==> src/rtl/tap_sequencer.sv <==
// Tap sequencer: stores each ADC sample into a circular buffer region, then fetches
// num_taps delayed taps spaced tap_spacing apart, with one outstanding read at a time.
module tap_sequencer (
    input  logic        clk,
    input  logic        rst_n,
    input  logic        sample_tick,
    input  logic [15:0] sample_in,
    input  logic        enable,
    input  logic [7:0]  num_taps,
    input  logic [15:0] tap_spacing,
    input  logic [15:0] buf_base,
    output logic        mem_req,
    output logic        mem_we,
    output logic [15:0] mem_addr,
    output logic [15:0] mem_wdata,
    input  logic        mem_ready,
    input  logic        mem_rvalid,
    input  logic [15:0] mem_rdata,
    output logic        tap_valid,
    output logic [15:0] tap_data,
    output logic [7:0]  tap_index,
    output logic        frame_done,
    output logic        overrun,
    output logic        config_err
);

    typedef enum logic [2:0] {
        StIdle,
        StWrite,
        StRdIssue,
        StRdWait,
        StDone
    } state_e;

    state_e      state_q, state_d;
    logic [15:0] wr_ptr_q, wr_ptr_d;
    logic [15:0] rd_ptr_q, rd_ptr_d;
    logic [15:0] sample_q, sample_d;
    logic [15:0] spacing_q, spacing_d;
    logic [15:0] base_q, base_d;
    logic [7:0]  taps_q, taps_d;
    logic [7:0]  tap_cnt_q, tap_cnt_d;
    logic        overrun_q, overrun_d;
    logic        cfg_err_q, cfg_err_d;
    logic        tap_valid_q, tap_valid_d;
    logic [15:0] tap_data_q, tap_data_d;
    logic [7:0]  tap_index_q, tap_index_d;

    logic [15:0] in_len;
    logic        in_cfg_bad;
    logic        idle_like;
    logic        frame_start;
    logic [15:0] frame_len;
    logic [16:0] rd_diff;
    logic [15:0] rd_next;

    assign in_len      = 16'hFFFF - buf_base;
    assign in_cfg_bad  = (buf_base == 16'hFFFF) ||
                         ((num_taps != 8'd0) && (tap_spacing >= in_len));
    assign idle_like   = (state_q == StIdle) || (state_q == StDone);
    assign frame_start = idle_like && enable && sample_tick;

    // Next tap address: step back by the spacing, folding into the region on a borrow
    // or when the result falls below the region base.
    assign frame_len = 16'hFFFF - base_q;
    assign rd_diff   = {1'b0, rd_ptr_q} - {1'b0, spacing_q};
    assign rd_next   = (rd_diff[16] || (rd_diff[15:0] < base_q)) ?
                       (rd_diff[15:0] + frame_len) : rd_diff[15:0];

    always_comb begin
        state_d     = state_q;
        wr_ptr_d    = wr_ptr_q;
        rd_ptr_d    = rd_ptr_q;
        sample_d    = sample_q;
        spacing_d   = spacing_q;
        base_d      = base_q;
        taps_d      = taps_q;
        tap_cnt_d   = tap_cnt_q;
        overrun_d   = overrun_q;
        cfg_err_d   = cfg_err_q;
        tap_valid_d = 1'b0;
        tap_data_d  = tap_data_q;
        tap_index_d = tap_index_q;
        mem_req     = 1'b0;
        mem_we      = 1'b0;
        mem_addr    = 16'h0000;
        mem_wdata   = 16'h0000;
        frame_done  = 1'b0;

        // Ticks arriving while a frame is in flight are dropped but remembered.
        if (sample_tick && !idle_like) begin
            overrun_d = 1'b1;
        end

        unique case (state_q)
            StIdle, StDone: begin
                frame_done = (state_q == StDone);
                if (!enable) begin
                    overrun_d = 1'b0;
                    cfg_err_d = 1'b0;
                end
                if (frame_start) begin
                    sample_d  = sample_in;
                    spacing_d = tap_spacing;
                    base_d    = buf_base;
                    taps_d    = num_taps;
                    cfg_err_d = in_cfg_bad;
                    if ((wr_ptr_q < buf_base) || (wr_ptr_q == 16'hFFFF)) begin
                        wr_ptr_d = buf_base;
                    end
                    state_d = StWrite;
                end else begin
                    state_d = StIdle;
                end
            end

            StWrite: begin
                mem_req   = 1'b1;
                mem_we    = 1'b1;
                mem_addr  = wr_ptr_q;
                mem_wdata = sample_q;
                if (mem_ready) begin
                    rd_ptr_d  = wr_ptr_q;
                    wr_ptr_d  = (wr_ptr_q == 16'hFFFE) ? base_q : (wr_ptr_q + 16'd1);
                    tap_cnt_d = 8'd0;
                    state_d   = ((taps_q != 8'd0) && !cfg_err_q) ? StRdIssue : StDone;
                end
            end

            StRdIssue: begin
                mem_req  = 1'b1;
                mem_addr = rd_next;
                if (mem_ready) begin
                    rd_ptr_d = rd_next;
                    state_d  = StRdWait;
                end
            end

            StRdWait: begin
                if (mem_rvalid) begin
                    tap_data_d  = mem_rdata;
                    tap_index_d = tap_cnt_q;
                    tap_valid_d = 1'b1;
                    tap_cnt_d   = tap_cnt_q + 8'd1;
                    state_d     = ((tap_cnt_q + 8'd1) != taps_q) ? StRdIssue : StDone;
                end
            end

            default: begin
                state_d = StIdle;
            end
        endcase
    end

    always_ff @(posedge clk) begin
        if (!rst_n) begin
            state_q     <= StIdle;
            wr_ptr_q    <= 16'h0000;
            rd_ptr_q    <= 16'h0000;
            sample_q    <= 16'h0000;
            spacing_q   <= 16'h0000;
            base_q      <= 16'h0000;
            taps_q      <= 8'd0;
            tap_cnt_q   <= 8'd0;
            overrun_q   <= 1'b0;
            cfg_err_q   <= 1'b0;
            tap_valid_q <= 1'b0;
            tap_data_q  <= 16'h0000;
            tap_index_q <= 8'd0;
        end else begin
            state_q     <= state_d;
            wr_ptr_q    <= wr_ptr_d;
            rd_ptr_q    <= rd_ptr_d;
            sample_q    <= sample_d;
            spacing_q   <= spacing_d;
            base_q      <= base_d;
            taps_q      <= taps_d;
            tap_cnt_q   <= tap_cnt_d;
            overrun_q   <= overrun_d;
            cfg_err_q   <= cfg_err_d;
            tap_valid_q <= tap_valid_d;
            tap_data_q  <= tap_data_d;
            tap_index_q <= tap_index_d;
        end
    end

    assign tap_valid  = tap_valid_q;
    assign tap_data   = tap_data_q;
    assign tap_index  = tap_index_q;
    assign overrun    = overrun_q;
    assign config_err = cfg_err_q;

endmodule
==> config.mk <==
export PLATFORM = sky130hd
export DESIGN_NAME = tap_sequencer
export DESIGN_NICKNAME = d
export VERILOG_FILES = /design/src/rtl/tap_sequencer.sv
export SDC_FILE = /design/constraint.sdc
export NUM_CORES = 1
export LEC_CHECK = 0
export CAP_MARGIN = 20
export CORE_ASPECT_RATIO = 0.7
export CORE_UTILIZATION = 40
export CTS_CLUSTER_SIZE = 24
export DETAILED_ROUTE_END_ITERATION = 7
export PLACE_DENSITY = 0.64
export SYNTH_ARGS = -nofsm -noshare
export SYNTH_HDL_FRONTEND = slang
export SYNTH_SLANG_ARGS = --single-unit
==> constraint.sdc <==
create_clock -name clk -period 4.3 [get_ports clk]
set_clock_uncertainty 0.05 [all_clocks]
set_input_delay 0.86 -clock clk [delete_from_list [all_inputs] [get_ports clk]]
set_output_delay 0.86 -clock clk [all_outputs]
set_load 0.05 [all_outputs]
==> reports/metrics.csv, run 1 <==
stage;metric;value;unit
sta;hold_viol_final;0;
setup_path;arrival;4.45;ns
sta;fin_crit_sh;125;%
logic_synthesis;yosys_warnings;0;
grt;grt_pass1_wl;45600;um
sta;rsz0062_at_grt;true;
setup_path;critPathRequiredTime;3.39;ns
finish;antenna_cells;0;
logic_synthesis;yosysSeqAreaShare;29.9;%
drt;num_vias;9069;
setup_path;cpLargestDelayFamily;compound AO/OA/AOI/OAI gates;
placed_design;hpwlAfterDp;22300;um
power;power.density;491;mW/mm2
outcome;status;finished, violations left;
drt;drt_first_iter_violations;763;
logic_synthesis;synth_area;0.00843;mm2
drt;first_pass_iters;6;
floorplanning;design.core.area;0.0207;mm2
clocking;clkLatencyLatePin;0.43;ns
sta;finalWorstSetupSlack;-1.06;ns
grt;antenna_found_initial;0;
finish;nNetsFinal;1535;
floorplanning;io_pins;140;
drt;drt-wirelength-per-cell;18.0;um
clocking;cts_buffers;17;
grt;overflow;0;
floorplanning;die_h;123;um
clocking;cts.sinks;126;
setup_path;cp.buffers_inverters;4;
flow_run;cap_violations;0;
sta;fmax;0.187;GHz
clocking;cts_htree_levels;4;
outcome;violations;setup timing;
placed_design;postPlaceCellArea;0.0112;mm2
setup_path;crit_fanout;7;
drt;wl_met1;15300;um
floorplanning;fp-row-count;44;
drt;remaining_drc_errors;0;
clocking;cts_tree;yes;
setup_path;cpPeakStageDelay;0.43;ns
sta;slew_headroom;44.5;%
sta;tightest_slew;0.831;ns
logic_synthesis;synth-seq-cells;126;
drt;wl_met2;11500;um
setup_path;crit_type;reg -> out;
clocking;root_buffer;clkbuf_16;
finish;area_growth;45.5;%
sta;period_needed;5.36;ns
grt;grt_usage;28.0;%
setup_path;crit_slowest_cell;or4_4;
setup_path;path_cells;inv_2 -> ha_4 -> fa_2 -> nor2b_4 -> o31a_1 -> o22a_4 -> a31oi_4 -> o21a_1 -> xor2_2 -> inv_2 -> ha_4 -> nand3_2 -> or4_4 -> o21ai_4 -> o221ai_4 -> buf_4 -> mux2_2 -> a22o_4 -> buf_4;
placed_design;gp_congestion;0.945;
setup_path;start_kind;flop;
logic_synthesis;syn_area_per_cell;7.37;um2
finish;final_layout_size_suffix_gt1_share;21.1;%
floorplanning;die_w;176;um
finish;final_area;0.0123;mm2
drt;maxUsedRoutingLayer;met4;
grt;grt_pass1_vias;8042;
floorplanning;design.die.area;0.0217;mm2
drt;drt-vias-per-instance;5.41;
logic_synthesis;synth_fp_nets;1291;
placed_design;numPortBuffers;139;
drt;wl_met3;3010;um
clocking;cts.clk_slew.worst_paths;0.06;ns
power;leakagePower;5.04;nW
sta;finalSetupViolCount;16;
finish;fin_util;59.2;%
floorplanning;start_util;40.7;%
drt;final_antenna_net_count;0;
logic_synthesis;syn-instance-count;1144;
logic_synthesis;synth_edf_count;0;
logic_synthesis;synth-async-reset-ratio;0;%
sta;drv_slew;0;
logic_synthesis;synth_ff_type;dfxtp_1;
setup_path;worstSetupEndpointType;primary output;
logic_synthesis;synth.distinct_cells;74;
hold_path;hp-class;reg -> reg;
power;irDropWorstVdd;0.294;mV
drt;wirelength;30100;um
grt;grt_max_degree;58;
clocking;clk_path_buf_depth;2;
==> synth_stat cells, types with 6 or more instances <==
cell	number	area share [%]
a211oi_1	9	0.80
a21o_1	19	1.7
a21oi_1	139	8.3
a31oi_1	14	1.0
and2_1	21	1.6
and3_1	7	0.52
clkbuf_1	56	2.5
dfxtp_1	126	30
ha_1	67	9.9
inv_1	63	2.8
mux2i_1	25	3.0
nand2_1	250	11
nand2b_1	10	0.74
nand3_1	26	1.5
nand3b_1	6	0.53
nand4_1	11	0.82
nor2_1	57	2.5
nor3_1	20	1.2
nor4_1	7	0.52
o211ai_1	13	1.2
o21a_1	6	0.53
o21ai_0	57	3.4
xnor2_1	22	2.3
xor2_1	22	2.3
==> worst paths after layout <==
path	startpoint	slack, ns	end	depth (start not counted)
hold / removal	sample_q[13]	0.40	sample_q[13]	2
hold reg to reg	sample_q[13]	0.40	sample_q[13]	2
setup / recovery	rd_ptr_q[0]	-1.06	mem_addr[12]	19
setup reg to reg	rd_ptr_q[0]	0.11	rd_ptr_q[0]	20
==> registers in the layout, indices dropped and copies added (netlist names) <==
name        count
tap_cnt_q       8
overrun         1
state_q         3
base_q         16
wr_ptr_q       16
taps_q          8
tap_data       16
config_err      1
spacing_q      16
tap_valid       1
rd_ptr_q       16
sample_q       16
tap_index       8
==> worst register-to-register path: cells and delay by family (launching register included) <==
| kind | cells | cell delay (ns) |
|---|---|---|
| AOI/OAI and AO/OA | 8 | 1.40 |
| adders and majority gates | 3 | 0.81 |
| and+or+nand+nor | 4 | 0.77 |
| buffers and inverters | 4 | 0.52 |
| DFF | 1 | 0.32 |
| xor gates and xnor gates | 1 | 0.21 |
==> report_power, final <==
part,switching (mW),internal (mW),leakage [nW],total (mW)
Sequential,0.0658,1.22,1.03,1.29
Combinational,1.66,1.63,3.73,3.29
Clock,0.548,0.895,0.286,1.44
==> layout make-up <==
| cell class | count | area, um2 |
|---|---|---|
| Fill cell | 1920 | 8440 |
| Multi-Input combinational cell | 889 | 5910 |
| Timing Repair Buffer | 290 | 2660 |
| Sequential cell | 126 | 2530 |
| Clock buffer | 22 | 474 |
| Tap cell | 276 | 345 |
| Inverter | 64 | 241 |
| Clock inverter | 10 | 113 |
==> cells in the final DEF (no fill, tap or decap), types with 5 or more instances in the layout <==
master	netlist	layout
a211oi_1	9	8
a21o_1	19	19
a21oi_1	139	136
a31oi_1	14	12
and2_1	21	21
and3_1	7	6
buf_12	0	14
buf_4	1	164
buf_6	1	5
clkbuf_16	0	17
clkdlybuf4s50_1	0	106
clkinv_2	0	5
dfxtp_1	126	122
ha_1	67	60
ha_4	0	6
inv_1	63	59
mux2i_1	25	17
nand2_1	250	247
nand2b_1	10	10
nand3_1	26	24
nand3b_1	6	6
nand4_1	11	11
nor2_1	57	55
nor3_1	20	19
nor4_1	7	7
o211ai_1	13	13
o21a_1	6	6
o21ai_0	57	42
o21ai_1	5	5
o21ai_4	0	13
or3_1	5	5
xnor2_1	22	21
xor2_1	22	20
==> stage by stage <==
stage | TNS [ns] | hold WS, ns | setup WS [ns] | power [mW] | std cells
global placement | -9.94 | 0.388 | -0.674 | 4.13 | 1630
CTS | -14.67 | 0.402 | -0.962 | 5.84 | 1670
floorplan | -4.26 | 0.382 | -0.344 | 2.92 | 1144
detailed placement | -10.27 | 0.394 | -0.691 | 4.14 | 1630
global route | -18.64 | 0.420 | -1.24 | 6.33 | 1677
finish | -15.28 | 0.398 | -1.06 | 6.02 | 1677
==> layer usage <==
layer	global-route usage [%]	vias up
li1	-	4468
met3	7.75	26
met2	37.1	355
met1	43.2	4220
met5	0	-
met4	6.52	0
==> what timing repair did <==
action | CTS | global route
hold buffers | 0 | 0
gates cloned | 1 | 0
buffers inserted | 9 | 7
pin swaps | 20 | 14
setup endpoints to repair | 22 | 25
resized for setup | 38 | 18
hold endpoints to repair | 0 | 0
==> cells by family after synthesis <==
| kind of cell | after synthesis | synth area share [%] |
|---|---|---|
| and+or+nand+nor | 442 | 23.5 |
| AOI/OAI and AO/OA | 306 | 22.1 |
| buffers and inverters | 129 | 6.06 |
| DFF | 126 | 29.9 |
| adders and majority gates | 69 | 10.4 |
| xor gates and xnor gates | 44 | 4.57 |
| muxes | 28 | 3.37 |
Note: power is estimated with default switching activity, not from simulation.
==> inputs of run 2 (changes only) <==
--- a/config.mk
+++ b/config.mk
@@ -5,12 +5,15 @@
 export SDC_FILE = /design/constraint.sdc
 export NUM_CORES = 1
 export LEC_CHECK = 0
+export ABC_CLOCK_PERIOD_IN_PS = 4300
 export CAP_MARGIN = 20
 export CORE_ASPECT_RATIO = 0.7
+export CORE_MARGIN = 2
 export CORE_UTILIZATION = 40
 export CTS_CLUSTER_SIZE = 24
 export DETAILED_ROUTE_END_ITERATION = 7
 export PLACE_DENSITY = 0.64
+export SKIP_CTS_REPAIR_TIMING = 1
 export SYNTH_ARGS = -nofsm -noshare
 export SYNTH_HDL_FRONTEND = slang
 export SYNTH_SLANG_ARGS = --single-unit
==> reports/metrics.csv, run 2 (synthesis results as in run 1) <==
stage;metric;value;unit;change
outcome;status;finished, violations left;;unchanged
outcome;violations;setup timing;;unchanged
setup_path;worstSetupEndpointType;primary output;;unchanged
setup_path;r2r_end;rd_ptr_q[0];;unchanged
clocking;cts_tree;yes;;unchanged
floorplanning;fp-row-count;44;;unchanged
setup_path;start_kind;flop;;unchanged
clocking;cts.sinks;126;;unchanged
finish;fill_cells;1847;;was 1,920
finish;mostFrequentLayoutCell;nand2_1;;unchanged
clocking;clk_path_buf_depth;2;;unchanged
setup_path;crit_type;reg -> out;;unchanged
power;p_sw;2.41;mW;was 2.27 mW
clocking;cts.clk_slew.worst_paths;0.07;ns;was 0.06 ns
power;swShare;38.6;%;was 37.7%
hold_path;hold_depth;2;;unchanged
setup_path;r2r_setup_slack;-0.02;ns;was 0.11 ns
finish;multi_input_area;0.00599;mm2;was 0.00591 mm2
finish;final_cell_mix;246 x nand2_1, 180 x buf_4, 136 x a21oi_1, 121 x dfxtp_1, 106 x clkdlybuf4s50_1;;was 247 x nand2_1, 164 x buf_4, 136 x a21oi_1, 122 x dfxtp_1, 106 x clkdlybuf4s50_1
power;irDropWorstVdd;0.316;mV;was 0.294 mV
drt;final_antenna_net_count;0;;unchanged
setup_path;critPathRequiredTime;3.39;ns;about the same
power;total_power;6.25;mW;was 6.02 mW
setup_path;arrival;4.43;ns;was 4.45 ns
finish;antenna_cells;0;;unchanged
floorplanning;design.core.area;0.0207;mm2;unchanged
sta;finalWorstSetupSlack;-1.04;ns;was -1.06 ns
sta;hold_viol_final;0;;unchanged
placed_design;hpwlAfterDp;23100;um;was 22,300 um
floorplanning;die_h;125;um;was 123 um
floorplanning;io_pins;140;;unchanged
clocking;clkLatencyLatePin;0.43;ns;about the same
setup_path;worst-r2r-cell-count;21;;was 20
finish;final_layout_size_suffix_gt1_share;23.2;%;was 21.1%
finish;nNetsFinal;1553;;was 1,535
hold_path;worstHoldStart;sample_q[12];;was sample_q[13]
floorplanning;start_util;40.7;%;unchanged
sta;fin_tns_setup;-15.77;ns;was -15.28 ns
power;pwr-share-clk;23.5;%;was 24.0%
power;p_seq_share;20.6;%;was 21.4%
drt;drt-vias-per-instance;5.32;;was 5.41
clocking;cts_buffers;17;;unchanged
hold_path;whs_endpoint;sample_q[12];;was sample_q[13]
sta;rsz0062_at_grt;true;;unchanged
grt;antenna_found_initial;0;;unchanged
power;power.density;501;mW/mm2;was 491 mW/mm2
sta;drv_slew;0;;unchanged
placed_design;gp_congestion;0.952;;was 0.945
flow_run;cap_violations;0;;unchanged
drt;first_pass_iters;5;;was 6
drt;drt-wirelength-per-cell;18.2;um;was 18.0 um
placed_design;pre_cts_slack;-0.730;ns;was -0.691 ns
finish;seqCellArea;0.00253;mm2;about the same
placed_design;numPortBuffers;139;;unchanged
grt;grt_pass1_vias;8223;;was 8,042
floorplanning;design.die.area;0.0223;mm2;was 0.0217 mm2
grt;overflow;0;;unchanged
sta;slew_headroom;42.5;%;was 44.5%
sta;tightest_slew;0.860;ns;was 0.831 ns
grt;grt_usage;27.1;%;was 28.0%
drt;drt_first_iter_violations;640;;was 763
drt;num_vias;9019;;was 9,069
grt;grt_max_degree;58;;unchanged
drt;remaining_drc_errors;0;;unchanged
hold_path;hp-class;reg -> reg;;unchanged
sta;finalSetupViolCount;17;;was 16
power;leakagePower;5.16;nW;was 5.04 nW
finish;area_growth;48.0;%;was 45.5%
drt;wirelength;30900;um;was 30,100 um
floorplanning;die_w;178;um;was 176 um
grt;grt_pass1_wl;46600;um;was 45,600 um
clocking;root_buffer;clkbuf_16;;unchanged
power;combPwrFrac;56.0;%;was 54.6%
setup_path;regToRegStartpoint;rd_ptr_q[0];;unchanged
power;internal_power;3.84;mW;was 3.75 mW
sta;fmax;0.187;GHz;about the same
setup_path;crit_fanout;4;;was 7
clocking;cts_htree_levels;4;;unchanged
sta;fin_crit_sh;124;%;was 125%
sta;period_needed;5.34;ns;was 5.36 ns
==> run 2: changes by cell type in the layout (fill, tap and decap cells not counted), sizes merged <==
cell and change:
buf +17, inv +9, clkbuf -4, clkinv -4, bufinv -1, o221ai +1
==> run 2: worst max path at each step <==
stage	start	to	slack, ns	depth (start not counted)
6_report	rd_ptr_q[0]	mem_addr[10]	-1.04	21
5_1_grt	rd_ptr_q[0]	mem_addr[10]	-1.19	21
4_1_cts	rd_ptr_q[0]	mem_addr[0]	-1.24	20
2_1_floorplan	rd_ptr_q[0]	mem_addr[11]	-0.34	18
3_5_place_dp	rd_ptr_q[0]	mem_addr[0]	-0.73	20
3_3_place_gp	rd_ptr_q[0]	mem_addr[0]	-0.65	20
==> run 2: power by group through the flow <==
stage	Clock (mW)	Sequential [mW]	Combinational, mW
after floorplan	0	1.29	1.63
after global placement	0	1.30	2.90
after detailed placement	0	1.31	2.90
after CTS	1.49	1.28	2.92
after global routing	1.53	1.29	3.74
final	1.47	1.29	3.50
==> run 2: stage by stage <==
step                std cells  hold slack, ns  cell area, um2  utilization (%)
floorplan                1144           0.382            8650                -
global placement         1646           0.387           11400             54.9
detailed placement       1647           0.393           11400             55.0
CTS                      1679           0.402           12000             57.8
global route             1695           0.415           12500             60.3
finish                   1695           0.399           12500             60.3
==> run 2: layout make-up <==
class / count / share of cell area (%)
Clock buffer: 18 / 3.52
Inverter: 64 / 1.94
Tap cell: 276 / 2.77
Sequential cell: 126 / 20.3
Timing Repair Buffer: 307 / 22.3
Multi-Input combinational cell: 890 / 48.0
Clock inverter: 14 / 1.17
==> run 2: critical path, stage by stage, from the launching register on <==
cell	delay (ns)
dfxtp_2	0.32
inv_2	0.04
ha_4	0.15
fa_2	0.39
nor2b_4	0.12
o31a_1	0.18
o22a_4	0.18
a31oi_4	0.08
o21a_1	0.22
xor2_2	0.22
inv_2	0.07
ha_4	0.28
nand3_2	0.08
or4_4	0.45
o21ai_4	0.19
buf_4	0.15
o221ai_4	0.14
buf_4	0.18
mux2i_1	0.11
buf_4	0.16
o21ai_4	0.14
buf_12	0.15
==> run 2: layer usage <==
metal | global-route usage (%) | part of all wire, % | up-vias
met4 | 4.77 | 0.58 | 0
met5 | 0 | 0 | -
met3 | 4.99 | 8.5 | 17
met2 | 35.9 | 38 | 275
li1 | - | - | 4506
met1 | 44.5 | 53 | 4221
